File: config.mk
export PLATFORM = sky130hd
export DESIGN_NAME = rgb_pwm_engine
export DESIGN_NICKNAME = d
export VERILOG_FILES = /design/src/rtl/rgb_pwm_engine.sv
export SDC_FILE = /design/constraint.sdc
export NUM_CORES = 1
export LEC_CHECK = 0
export ABC_AREA = 0
export CAP_MARGIN = 20
export CORE_ASPECT_RATIO = 1.1
export CORE_MARGIN = 4
export CORE_UTILIZATION = 57
export CTS_CLUSTER_SIZE = 20
export DETAILED_ROUTE_END_ITERATION = 8
export GPL_TIMING_DRIVEN = 0
export PLACE_DENSITY = 0.8
export SKIP_LAST_GASP = 1
export SLEW_MARGIN = 5
export SYNTH_ARGS = -nofsm -noshare
export SYNTH_HDL_FRONTEND = slang
export SYNTH_SLANG_ARGS = --single-unit
export TNS_END_PERCENT = 50
File: constraint.sdc
create_clock -name clk -period 4.25 [get_ports clk]
set_clock_uncertainty 0.15 [all_clocks]
set_input_delay 0.85 -clock clk [delete_from_list [all_inputs] [get_ports clk]]
set_output_delay 0.85 -clock clk [all_outputs]
set_load 0.005 [all_outputs]
File: src/rtl/rgb_pwm_engine.sv
// rgb_pwm_engine: multi-channel PWM generator with run-time duty writes
// and an optional per-channel linear fade toward a target duty.
module rgb_pwm_engine #(
   parameter int CHANNELS     = 3,
   parameter int WIDTH        = 8,
   parameter int PRESCALE     = 1024,
   parameter int FADE_PERIODS = 4
) (
   input  logic                clk,
   input  logic                rst_n,
   input  logic                wr_valid,
   output logic                wr_ready,
   input  logic [2:0]          wr_ch,
   input  logic [WIDTH-1:0]    wr_duty,
   input  logic                wr_fade,
   output logic [CHANNELS-1:0] pwm,
   output logic                period_start,
   output logic                busy
);

   localparam int PW = (PRESCALE > 1) ? $clog2(PRESCALE) : 1;
   localparam int FW = (FADE_PERIODS > 1) ? $clog2(FADE_PERIODS) : 1;
   localparam logic [PW-1:0] PRE_MAX  = PW'(PRESCALE - 1);
   localparam logic [FW-1:0] FADE_MAX = FW'(FADE_PERIODS - 1);

   logic [PW-1:0]       pre;
   logic [WIDTH-1:0]    cnt;
   logic [FW-1:0]       fcnt;
   logic                tick;
   logic                wrap;
   logic                step;
   logic                hs;
   logic                apply;

   logic                pend_v;
   logic [2:0]          pend_ch;
   logic [WIDTH-1:0]    pend_duty;
   logic                pend_fade;

   logic [WIDTH-1:0]    cur   [CHANNELS];
   logic [WIDTH-1:0]    tgt   [CHANNELS];
   logic [CHANNELS-1:0] fade;
   logic [WIDTH-1:0]    cur_n [CHANNELS];
   logic [WIDTH-1:0]    tgt_n [CHANNELS];
   logic [CHANNELS-1:0] fade_n;
   logic [CHANNELS-1:0] pwm_n;
   logic                busy_n;

   assign tick     = (pre == PRE_MAX);
   assign wrap     = tick && (cnt == '1);
   assign step     = wrap && (fcnt == FADE_MAX);
   assign wr_ready = !pend_v;
   assign hs       = wr_valid && wr_ready;
   assign apply    = wrap && pend_v;

   // A channel being written on this wrap takes the new values and skips its step.
   always_comb begin
      busy_n = 1'b0;
      fade_n = fade;
      pwm_n  = '0;
      for (int i = 0; i < CHANNELS; i++) begin
         logic hit;
         logic mv;
         cur_n[i] = cur[i];
         tgt_n[i] = tgt[i];
         hit      = apply && (pend_ch == 3'(i));
         mv       = !hit && step && fade[i] && (cur[i] != tgt[i]);
         unique case (1'b1)
            hit: begin
               tgt_n[i]  = pend_duty;
               fade_n[i] = pend_fade;
               if (!pend_fade)
                  cur_n[i] = pend_duty;
            end
            mv: begin
               if (cur[i] < tgt[i])
                  cur_n[i] = cur[i] + 1'b1;
               else
                  cur_n[i] = cur[i] - 1'b1;
            end
            default: ;
         endcase
         busy_n   = busy_n | (cur_n[i] != tgt_n[i]);
         pwm_n[i] = (cnt < cur[i]);
      end
   end

   always_ff @(posedge clk or negedge rst_n) begin
      if (!rst_n) begin
         pre          <= '0;
         cnt          <= '0;
         fcnt         <= '0;
         pend_v       <= 1'b0;
         pend_ch      <= '0;
         pend_duty    <= '0;
         pend_fade    <= 1'b0;
         fade         <= '0;
         pwm          <= '0;
         period_start <= 1'b0;
         busy         <= 1'b0;
         for (int i = 0; i < CHANNELS; i++) begin
            cur[i] <= '0;
            tgt[i] <= '0;
         end
      end else begin
         pre <= tick ? '0 : pre + 1'b1;
         if (tick)
            cnt <= cnt + 1'b1;
         if (wrap) begin
            fcnt   <= step ? '0 : fcnt + 1'b1;
            pend_v <= 1'b0;
         end
         // A write taken on the wrap clock itself waits for the next wrap.
         if (hs) begin
            pend_v    <= 1'b1;
            pend_ch   <= wr_ch;
            pend_duty <= wr_duty;
            pend_fade <= wr_fade;
         end
         fade         <= fade_n;
         pwm          <= pwm_n;
         period_start <= wrap;
         busy         <= busy_n;
         for (int i = 0; i < CHANNELS; i++) begin
            cur[i] <= cur_n[i];
            tgt[i] <= tgt_n[i];
         end
      end
   end

endmodule
# Yosys cells after proc, flatten, opt, wreduce, memory -nomap -nowiden
# Cells that the tools add are included.
# W data, S select, Z words.
# word_totals
latchBits,0
elab_cells,85
mem_count,0
register_bits,89
ramBits,0
rom_bits,0
# op_classes
bitwise,2
reduce_logical,22
shift,0
n_eq_ne,11
addsub,9
muxes,16
n_lt_le_gt_ge,6
mul,0
div_mod_pow,0
# ops
cell,n
$mux W8,9
$lt A8 B8 Y1,6
$ne A8 B8 Y1,6
$pmux W8 S2,3
$add A8 B1 Y8 const B,4
$sub A8 B1 Y8 const B,3
$logic_and A1 B1 Y1,16
$add A10 B1 Y10 const B,1
$eq A10 B10 Y1 const B,1
$mux W10,1
$eq A8 B8 Y1 const B,1
$logic_not A1 Y1,4
$eq A3 B1 Y1 const B,1
$eq A3 B2 Y1 const B,1
$logic_not A3 Y1,1
$add A2 B1 Y2 const B,1
$eq A2 B2 Y1 const B,1
$mux W1,2
$mux W2,1
$or A1 B1 Y1,2
$reduce_bool A2 Y1,1

# Longest topological paths before layout
# Gate-level depths: netlist (run 1).
# logic_depth
ltp_word,12
ltp_mapped,19
ltp_nobuf,18

# Least setup slack after synthesis (run 1)
# No wires, ideal clock.
# synth_timing
path_type,reg2reg
from,register cur[8] (netlist name)
to,register busy
path_stages_with_launch,19
t_arrival_ps,4007
t_required_ps,3974
setup_slack_ps,-33
n_path_buf,1
period_less_slack_ps,4283
path_cell_list,dfrtp_1 clkbuf_1 inv_1 ha_1 nor2b_1 o21a_1 o21a_1 nor2_1 o21ai_0 ha_1 o21ai_0 a21oi_1 or4b_2 nand3_1 a21o_1 xor2_1 or4_1 nor4b_2 nand2_1
# synth_lines
element,line_no,rtl
from (decl),40,logic [WIDTH-1:0] cur [CHANNELS];
"from (signal, indexed assignment)",125,cur[i] <= cur_n[i];
to (signal assigned),123,busy <= busy_n;
to (decl),18,output logic busy

==> out/results.md, run 1 <==
## Run status
* completed — status

## Critical path
* 6 — Crit Path Max Fanout
* 1 — buffers plus inverters on the worst setup path
* compound AO/OA/AOI/OAI gates — top cell family by delay on the critical path
* ha_4, nor2b_1, o211ai_1, a21oi_2, a211oi_2, inv_2, fa_2, a211oi_2, o21bai_1, a21oi_1, xor2_1, o21ai_0, xnor2_1, o2111ai_2, nor4_4, nand2_1 — critical-path cell list
* 16 — depth of the worst register-to-register path
* 100 ps — Worst R2R Setup Slack
* busy — worst flop-to-flop path endpoint
* 4220 ps — data arrival time of the critical path
* sky130_fd_sc_hd__a211oi_2 — Worst path most repeated cell
* flip-flop — type of element launching the critical path
* sky130_fd_sc_hd__dfrtp_2 — Slowest-stage cell, CP
* cur[1] — source of the worst register-to-register timing path
* flip-flop — nature of the critical path endpoint
* flip-flop to flip-flop — WS Path Type
* 450 ps — largest stage delay on the critical path
* 4310 ps — required arrival time at the worst endpoint

## Layout
* 17.4% — synthesis-to-layout area growth
* 828 — NumNets Final
* 16.3% — fraction of layout instances using a drive strength above 1
* 896 — post-layout instance count excluding filler cells
* 0 — antenna diode count
* sky130_fd_sc_hd__dfrtp_1 — most common library cell in the layout ignoring fill and taps
* sky130_fd_sc_hd__dfrtp_1, sky130_fd_sc_hd__ha_1, sky130_fd_sc_hd__inv_1, sky130_fd_sc_hd__nand2_1, sky130_fd_sc_hd__nor2_1 — most used cells in the layout excluding fill and tap cells

## Clock tree
* 70 ps — Reg clk slew, reported paths
* 2 — largest buffer count on any clock path
* built — CTS tree
* 350 ps — worst skew pair latency
* sky130_fd_sc_hd__clkbuf_16 — clock root buffer
* 9 — CTS buffer count
* 3 — H-tree lvl count
* 89 — Clock Sinks

## Synth
* sky130_fd_sc_hd__dfrtp_1 — commonest register cell after synthesis
* 698 — synthesized netlist cell count
* 34.3% — sequential area share after synthesis
* 20.7% — Post-Synth Simple-Gate Area
* 100% — asr flop ratio synth
* 15.9% — Synth Area in Compound Gates
* 782 — Net Count, Synth
* 13.6% — area share of fa/ha/maj cells after synthesis
* 5.59% — share of cell area taken by muxes after synthesis
* 5.53% — xor and xnor area share after synthesis
* 61 — number of distinct standard cells referenced by the synthesized netlist
* simple AND/OR/NAND/NOR gates — main combinational cell family by area after synthesis
* 0.00649 mm2 — Syn Std Cell Area
* 0 — Synth Warn #
* 9.30 um2 — average instance area after synthesis
* 89 — flip-flop and latch count after synthesis
* 0 — number of enable flip-flop cells after synthesis

## Routing
* 5739 — number of vias in the routed layout
* 6 — number of detailed-route iterations in the first pass
* 372 — initial drt markers
* 0 — drc violations
* 18100 um — total wire length after detailed routing
* 20.2 um — post-DR wirelength/cell
* 6.41 — mean number of vias per cell
* 0 — antenna-violating nets left

## STA
* 0 ps — setup TNS
* 42.2% — worst slew margin relative to its limit
* 4150 ps — shortest clock period the worst path allows after layout
* 859 ps — slew at the pin with the worst max-slew slack
* 97.8% — Period Utilization, post-route
* 0 — Setup Viol. Count Final
* 0 — Max Slew Vio Count
* 0 — Final Hold Viols
* 95.3 ps — min setup slack post-route
* 241 MHz — Peak Freq

## Placement
* -783 ps — dpl ws
* 12900 um — placed wire-length estimate after detailed placement
* 20 — number of buffers inserted by port buffering
* 0.977 — gpl congestion
* 866 — Placed Instances

## Die
* 59.0% — Initial Util
* 110 um — Die Wd
* 0.0132 mm2 — die footprint
* 21 — number of ports placed on the die boundary
* 120 um — DIE HEIGHT
* 0.0110 mm2 — core region area
* 40 — cell row count

## Power and ir drop
* 0.300 mV — IR drop worst, VDD
* 277 mW/mm2 — ratio of total power to cell area
* 2110 uW — Design Power
* 0.00352 uW — P_leak

## GRT
* 28700 um — first-pass GRT wire length
* 68 — maximum number of pins on one net before global-route repair
* 28.2% — global-route total usage across every layer
* 0 — global-route congestion overflow total
* 5672 — via count of the first global-routing pass
* 0 — number of antenna violations at the first check in global routing

## Worst hold path
* input pin to async pin — type of the worst min-delay path

## Job
* 0 — number of max-cap violations

-- cell usage after synthesis (4+ instances only) --
master	count	area share [%]
sky130_fd_sc_hd__a211o_1	6	0.81
sky130_fd_sc_hd__xor2_1	19	2.6
sky130_fd_sc_hd__clkbuf_1	12	0.69
sky130_fd_sc_hd__a22oi_1	6	0.69
sky130_fd_sc_hd__or3_1	7	0.67
sky130_fd_sc_hd__or4_1	5	0.58
sky130_fd_sc_hd__o211ai_1	6	0.69
sky130_fd_sc_hd__ha_1	66	13
sky130_fd_sc_hd__a21o_1	24	2.8
sky130_fd_sc_hd__nand2_1	52	3.0
sky130_fd_sc_hd__a21oi_1	30	2.3
sky130_fd_sc_hd__a31oi_1	4	0.39
sky130_fd_sc_hd__o21a_1	5	0.58
sky130_fd_sc_hd__nor2b_1	9	0.87
sky130_fd_sc_hd__xnor2_1	22	3.0
sky130_fd_sc_hd__dfrtp_1	89	34
sky130_fd_sc_hd__nor4_1	4	0.39
sky130_fd_sc_hd__o21ai_0	40	3.1
sky130_fd_sc_hd__and4_1	4	0.54
sky130_fd_sc_hd__o2111ai_1	6	0.81
sky130_fd_sc_hd__mux2_2	26	4.5
sky130_fd_sc_hd__nor3_1	24	1.9
sky130_fd_sc_hd__a211oi_1	8	0.93
sky130_fd_sc_hd__nand2b_1	9	0.87
sky130_fd_sc_hd__nand4_1	12	1.2
sky130_fd_sc_hd__or4b_2	4	0.62
sky130_fd_sc_hd__nand3_1	28	2.2
sky130_fd_sc_hd__nor2_1	45	2.6
sky130_fd_sc_hd__o21bai_1	4	0.46
sky130_fd_sc_hd__mux2i_1	7	1.1
sky130_fd_sc_hd__and3_1	11	1.1
sky130_fd_sc_hd__inv_1	58	3.4
-- per-stage QoR --
stage / area (um2) / hold slack (ps) / util [%]
6_report: 7620 / 249 / 69.2
3_5_place_dp: 6900 / 339 / 62.7
2_1_floorplan: 6490 / 293 / -
4_1_cts: 7400 / 255 / 67.2
3_3_place_gp: 6880 / 304 / 62.5
5_1_grt: 7620 / 270 / 69.2
-- flip-flops by register name (all words and copies together), names as in the netlist --
signal / flops
cur: 24
tgt: 24
pre: 10
cnt: 8
pend_duty: 8
fade: 3
pend_ch: 3
pwm: 3
fcnt: 2
busy: 1
pend_fade: 1
pend_v: 1
period_start: 1
-- final cells by class --
type                       instances  area [um2]
buffer                            13        60.1
clock buffer                      11         243
clock inverter                     5        87.6
sequential                        89        2230
tap                              147         184
multi-input combinational        537        4260
fill                             832        3390
timing repair buffer              36         338
inverter                          58         218
-- worst register-to-register path: stages (launching register included) --
cell	delay (ps)
sky130_fd_sc_hd__dfrtp_2	450
sky130_fd_sc_hd__ha_4	250
sky130_fd_sc_hd__nor2b_1	120
sky130_fd_sc_hd__o211ai_1	240
sky130_fd_sc_hd__a21oi_2	110
sky130_fd_sc_hd__a211oi_2	270
sky130_fd_sc_hd__inv_2	170
sky130_fd_sc_hd__fa_2	410
sky130_fd_sc_hd__a211oi_2	200
sky130_fd_sc_hd__o21bai_1	100
sky130_fd_sc_hd__a21oi_1	240
sky130_fd_sc_hd__xor2_1	190
sky130_fd_sc_hd__o21ai_0	150
sky130_fd_sc_hd__xnor2_1	380
sky130_fd_sc_hd__o2111ai_2	210
sky130_fd_sc_hd__nor4_4	300
sky130_fd_sc_hd__nand2_1	110
-- metal layers --
metal	wire length [um]	part of all wire, %	vias up	track usage [%]
met2	8410	46	259	43.9
li1	-	-	2627	-
met1	7260	40	2784	36.5
met4	1100	6.1	0	16.7
met5	0	0	-	0
met3	1340	7.4	69	4.95
-- worst max-delay path by stage --
stage,startpoint,endpoint,slack [ps],cells past startpoint
6_report,cur[1],busy,100,16
3_5_place_dp,cur[8],busy,-780,18
2_1_floorplan,cur[8],busy,150,18
4_1_cts,cur[1],busy,20,16
3_3_place_gp,rst_n,cur[19],-1080,1
5_1_grt,cur[0],busy,-100,17
-- kinds of logic after synthesis --
family / count (synthesis)
flip-flops: 89
multiplexers: 33
AND/OR/NAND/NOR: 237
buffers and inverters: 72
AO/OA/AOI/OAI: 157
adder cells (fa/ha/maj): 69
XOR/XNOR: 41
-- what timing repair did --
| action | in CTS | in global routing |
|---|---|---|
| pin swaps | 5 | 21 |
| hold buffers | 0 | 0 |
| setup buffers | 6 | 9 |
| setup endpoints to repair | 1 | 1 |
| cloned | 0 | 0 |
| gates resized for setup | 26 | 28 |
-- power breakdown --
group | internal (uW) | total, uW | switching (uW)
Clock | 537 | 885 | 348
Sequential | 890 | 1010 | 116
Combinational | 95.7 | 220 | 124
(Power assumes the default switching activity.)
==> inputs of run 2 (changes only) <==
Settings changed: GPL_ROUTABILITY_DRIVEN set to 0.
==> run 2 against run 1 <==
Effect of this change:
- sequential power about the same
- via count increased by 3.6%
- clock power decreased by 6.1%
- first-iteration DRC count increased by 63%
- largest cell class unchanged
==> out/results.md, run 2 (synthesis results as in run 1) <==
## Run status
* completed — status

## STA
* 885 ps — slew at the pin with the worst max-slew slack, +25.4 ps
* 267 ps — smallest hold slack, +18.7 ps
* 4160 ps — shortest clock period the worst path allows after layout, +2.63 ps
* 92.6 ps — min setup slack post-route, -2.63 ps
* 97.8% — Period Utilization, post-route, about the same
* 0 — Max Slew Vio Count, unchanged
* 0 — Setup Viol. Count Final, unchanged
* 241 MHz — Peak Freq, about the same
* 0 — Final Hold Viols, unchanged
* 40.5% — worst slew margin relative to its limit, -1.7 points

## Power and ir drop
* 0.00355 uW — P_leak, +0.88%
* 1460 uW — internal power, -4.2%
* 40.3% — Clk pwr share, -1.6 points
* 603 uW — switching power, +2.6%
* 269 mW/mm2 — ratio of total power to cell area, -2.7%
* 10.6% — logic gate share of total power, +0.2 points
* 29.2% — net switching fraction of the power, +1.4 points
* 2060 uW — Design Power, -2.3%
* 49.1% — sequential cell fraction of total power, +1.4 points
* 0.310 mV — IR drop worst, VDD, +3.4%

## Die
* 0.0132 mm2 — die footprint, unchanged
* 40 — cell row count, unchanged
* 0.0110 mm2 — core region area, unchanged
* 120 um — DIE HEIGHT, unchanged
* 110 um — Die Wd, unchanged
* 59.0% — Initial Util, unchanged
* 21 — number of ports placed on the die boundary, unchanged

## Clock tree
* 70 ps — Reg clk slew, reported paths, about the same
* 2 — largest buffer count on any clock path, unchanged
* 350 ps — worst skew pair latency, about the same
* 9 — CTS buffer count, unchanged
* 89 — Clock Sinks, unchanged
* sky130_fd_sc_hd__clkbuf_16 — clock root buffer
* built — CTS tree
* 3 — H-tree lvl count, unchanged
* 0 — CTS hold repair buffers, unchanged

## Critical path
* sky130_fd_sc_hd__ha_4 — Worst path most repeated cell
* sky130_fd_sc_hd__or3b_4 — Slowest-stage cell, CP
* flip-flop — nature of the critical path endpoint
* 460 ps — largest stage delay on the critical path, about the same
* compound AO/OA/AOI/OAI gates — top cell family by delay on the critical path
* 4330 ps — required arrival time at the worst endpoint, +20 ps
* 6 — Crit Path Max Fanout, unchanged
* 1 — buffers plus inverters on the worst setup path, unchanged
* 4230 ps — data arrival time of the critical path, about the same
* flip-flop to flip-flop — WS Path Type
* flip-flop — type of element launching the critical path
* ha_4, nor2b_1, o211ai_1, a21oi_2, a211oi_2, inv_2, ha_4, a211oi_4, o21bai_1, a211o_1, a21oi_1, nor3_1, xnor2_1, or3b_4, nor4_4, nand2_1 — critical-path cell list

## Layout
* 17.9% — synthesis-to-layout area growth
* cur (24), tgt (24), pre (10) — registers with the highest flip-flop counts
* 833 — NumNets Final, +0.60%
* 0.00428 mm2 — area of combinational cells with multiple inputs, +0.50%
* 0.00223 mm2 — sequential cell area, unchanged
* sky130_fd_sc_hd__dfrtp_1, sky130_fd_sc_hd__ha_1, sky130_fd_sc_hd__inv_1, sky130_fd_sc_hd__nand2_1, sky130_fd_sc_hd__nor2_1 — most used cells in the layout excluding fill and tap cells
* 17.1% — fraction of layout instances using a drive strength above 1, +0.82 points
* 805 — number of inserted filler cells in the final layout, -3.2%
* sky130_fd_sc_hd__dfrtp_1 — most common library cell in the layout ignoring fill and taps
* 0 — antenna diode count, unchanged

## GRT
* 28.3% — global-route total usage across every layer, +0.053 points
* 0 — number of antenna violations at the first check in global routing, unchanged
* 65 — maximum number of pins on one net before global-route repair, -4.4%
* 5816 — via count of the first global-routing pass, +2.5%
* 0 — global-route congestion overflow total, unchanged
* 29000 um — first-pass GRT wire length, +0.94%

## Routing
* 607 — initial drt markers, +63%
* 20.8 um — post-DR wirelength/cell, +2.8%
* 0 — antenna-violating nets left, unchanged
* 18700 um — total wire length after detailed routing, +3.4%
* 6.60 — mean number of vias per cell, +3.0%
* 5944 — number of vias in the routed layout, +3.6%
* 6 — number of detailed-route iterations in the first pass, unchanged
* 0 — drc violations, unchanged

## Job
* 0 — number of max-cap violations, unchanged

## Placement
* 20 — number of buffers inserted by port buffering, unchanged
* 12600 um — placed wire-length estimate after detailed placement, -2.3%
* -646 ps — dpl ws, +137 ps

## Worst hold path
* input pin to async pin — type of the worst min-delay path

## run 2: cell types whose count changed in the layout (fill, tap and decap cells not counted), moves of 2 or more
cell,previous run,this run
sky130_fd_sc_hd__clkinv_2,0,2
sky130_fd_sc_hd__o21ai_1,2,4
sky130_fd_sc_hd__buf_4,17,22
sky130_fd_sc_hd__o21ai_0,37,35
## run 2: cell type report
cell class / instances / share of cell area (%)
Buffer: 13 / 0.785
Clock buffer: 10 / 3.12
Clock inverter: 6 / 0.850
Inverter: 58 / 2.84
Multi-Input combinational cell: 537 / 55.9
Sequential cell: 89 / 29.1
Tap cell: 147 / 2.40
Timing Repair Buffer: 41 / 4.90
## run 2: power by group through the flow
stage	Clock (uW)	Sequential [uW]	Combinational (uW)
2_1_floorplan	0	957	141
3_3_place_gp	0	1020	203
3_5_place_dp	0	1020	212
4_1_cts	828	1000	214
5_1_grt	867	1010	238
6_report	831	1010	219
## run 2: worst paths after layout
path,endpoint,cells after the start,from,slack [ps]
hold / removal,pre[2],1,rst_n,270
setup / recovery,busy,16,cur[1],90
setup reg to reg,busy,16,cur[1],90
hold reg to reg,fcnt[1],2,fcnt[1],330
max in group asynchronous,cur[19],2,rst_n,3040
min in group clk,fcnt[1],2,fcnt[1],330
## run 2: stage by stage
stage               cell area [um2]  TNS [ps]  instances  utilization (%)
floorplan                      6490         0        698                -
global placement               6880    -95630        865             62.5
detailed placement             6900      -646        866             62.7
CTS                            7340         0        887             66.7
global route                   7650     -34.2        901             69.5
finish                         7650         0        901             69.5
## run 2: routing by layer
| layer | wire [um] | global-route usage, % | vias to the layer above |
|---|---|---|---|
| met3 | 1420 | 5.43 | 89 |
| met5 | 0 | 0 | - |
| met2 | 8760 | 44.5 | 337 |
| li1 | - | - | 2636 |
| met1 | 7410 | 36.3 | 2882 |
| met4 | 1140 | 15.4 | 0 |
## run 2: repair_timing
item	CTS	global route
setup buffers	6	14
resized for setup	20	40
endpoints found under the setup margin	2	1
pin swaps	4	22
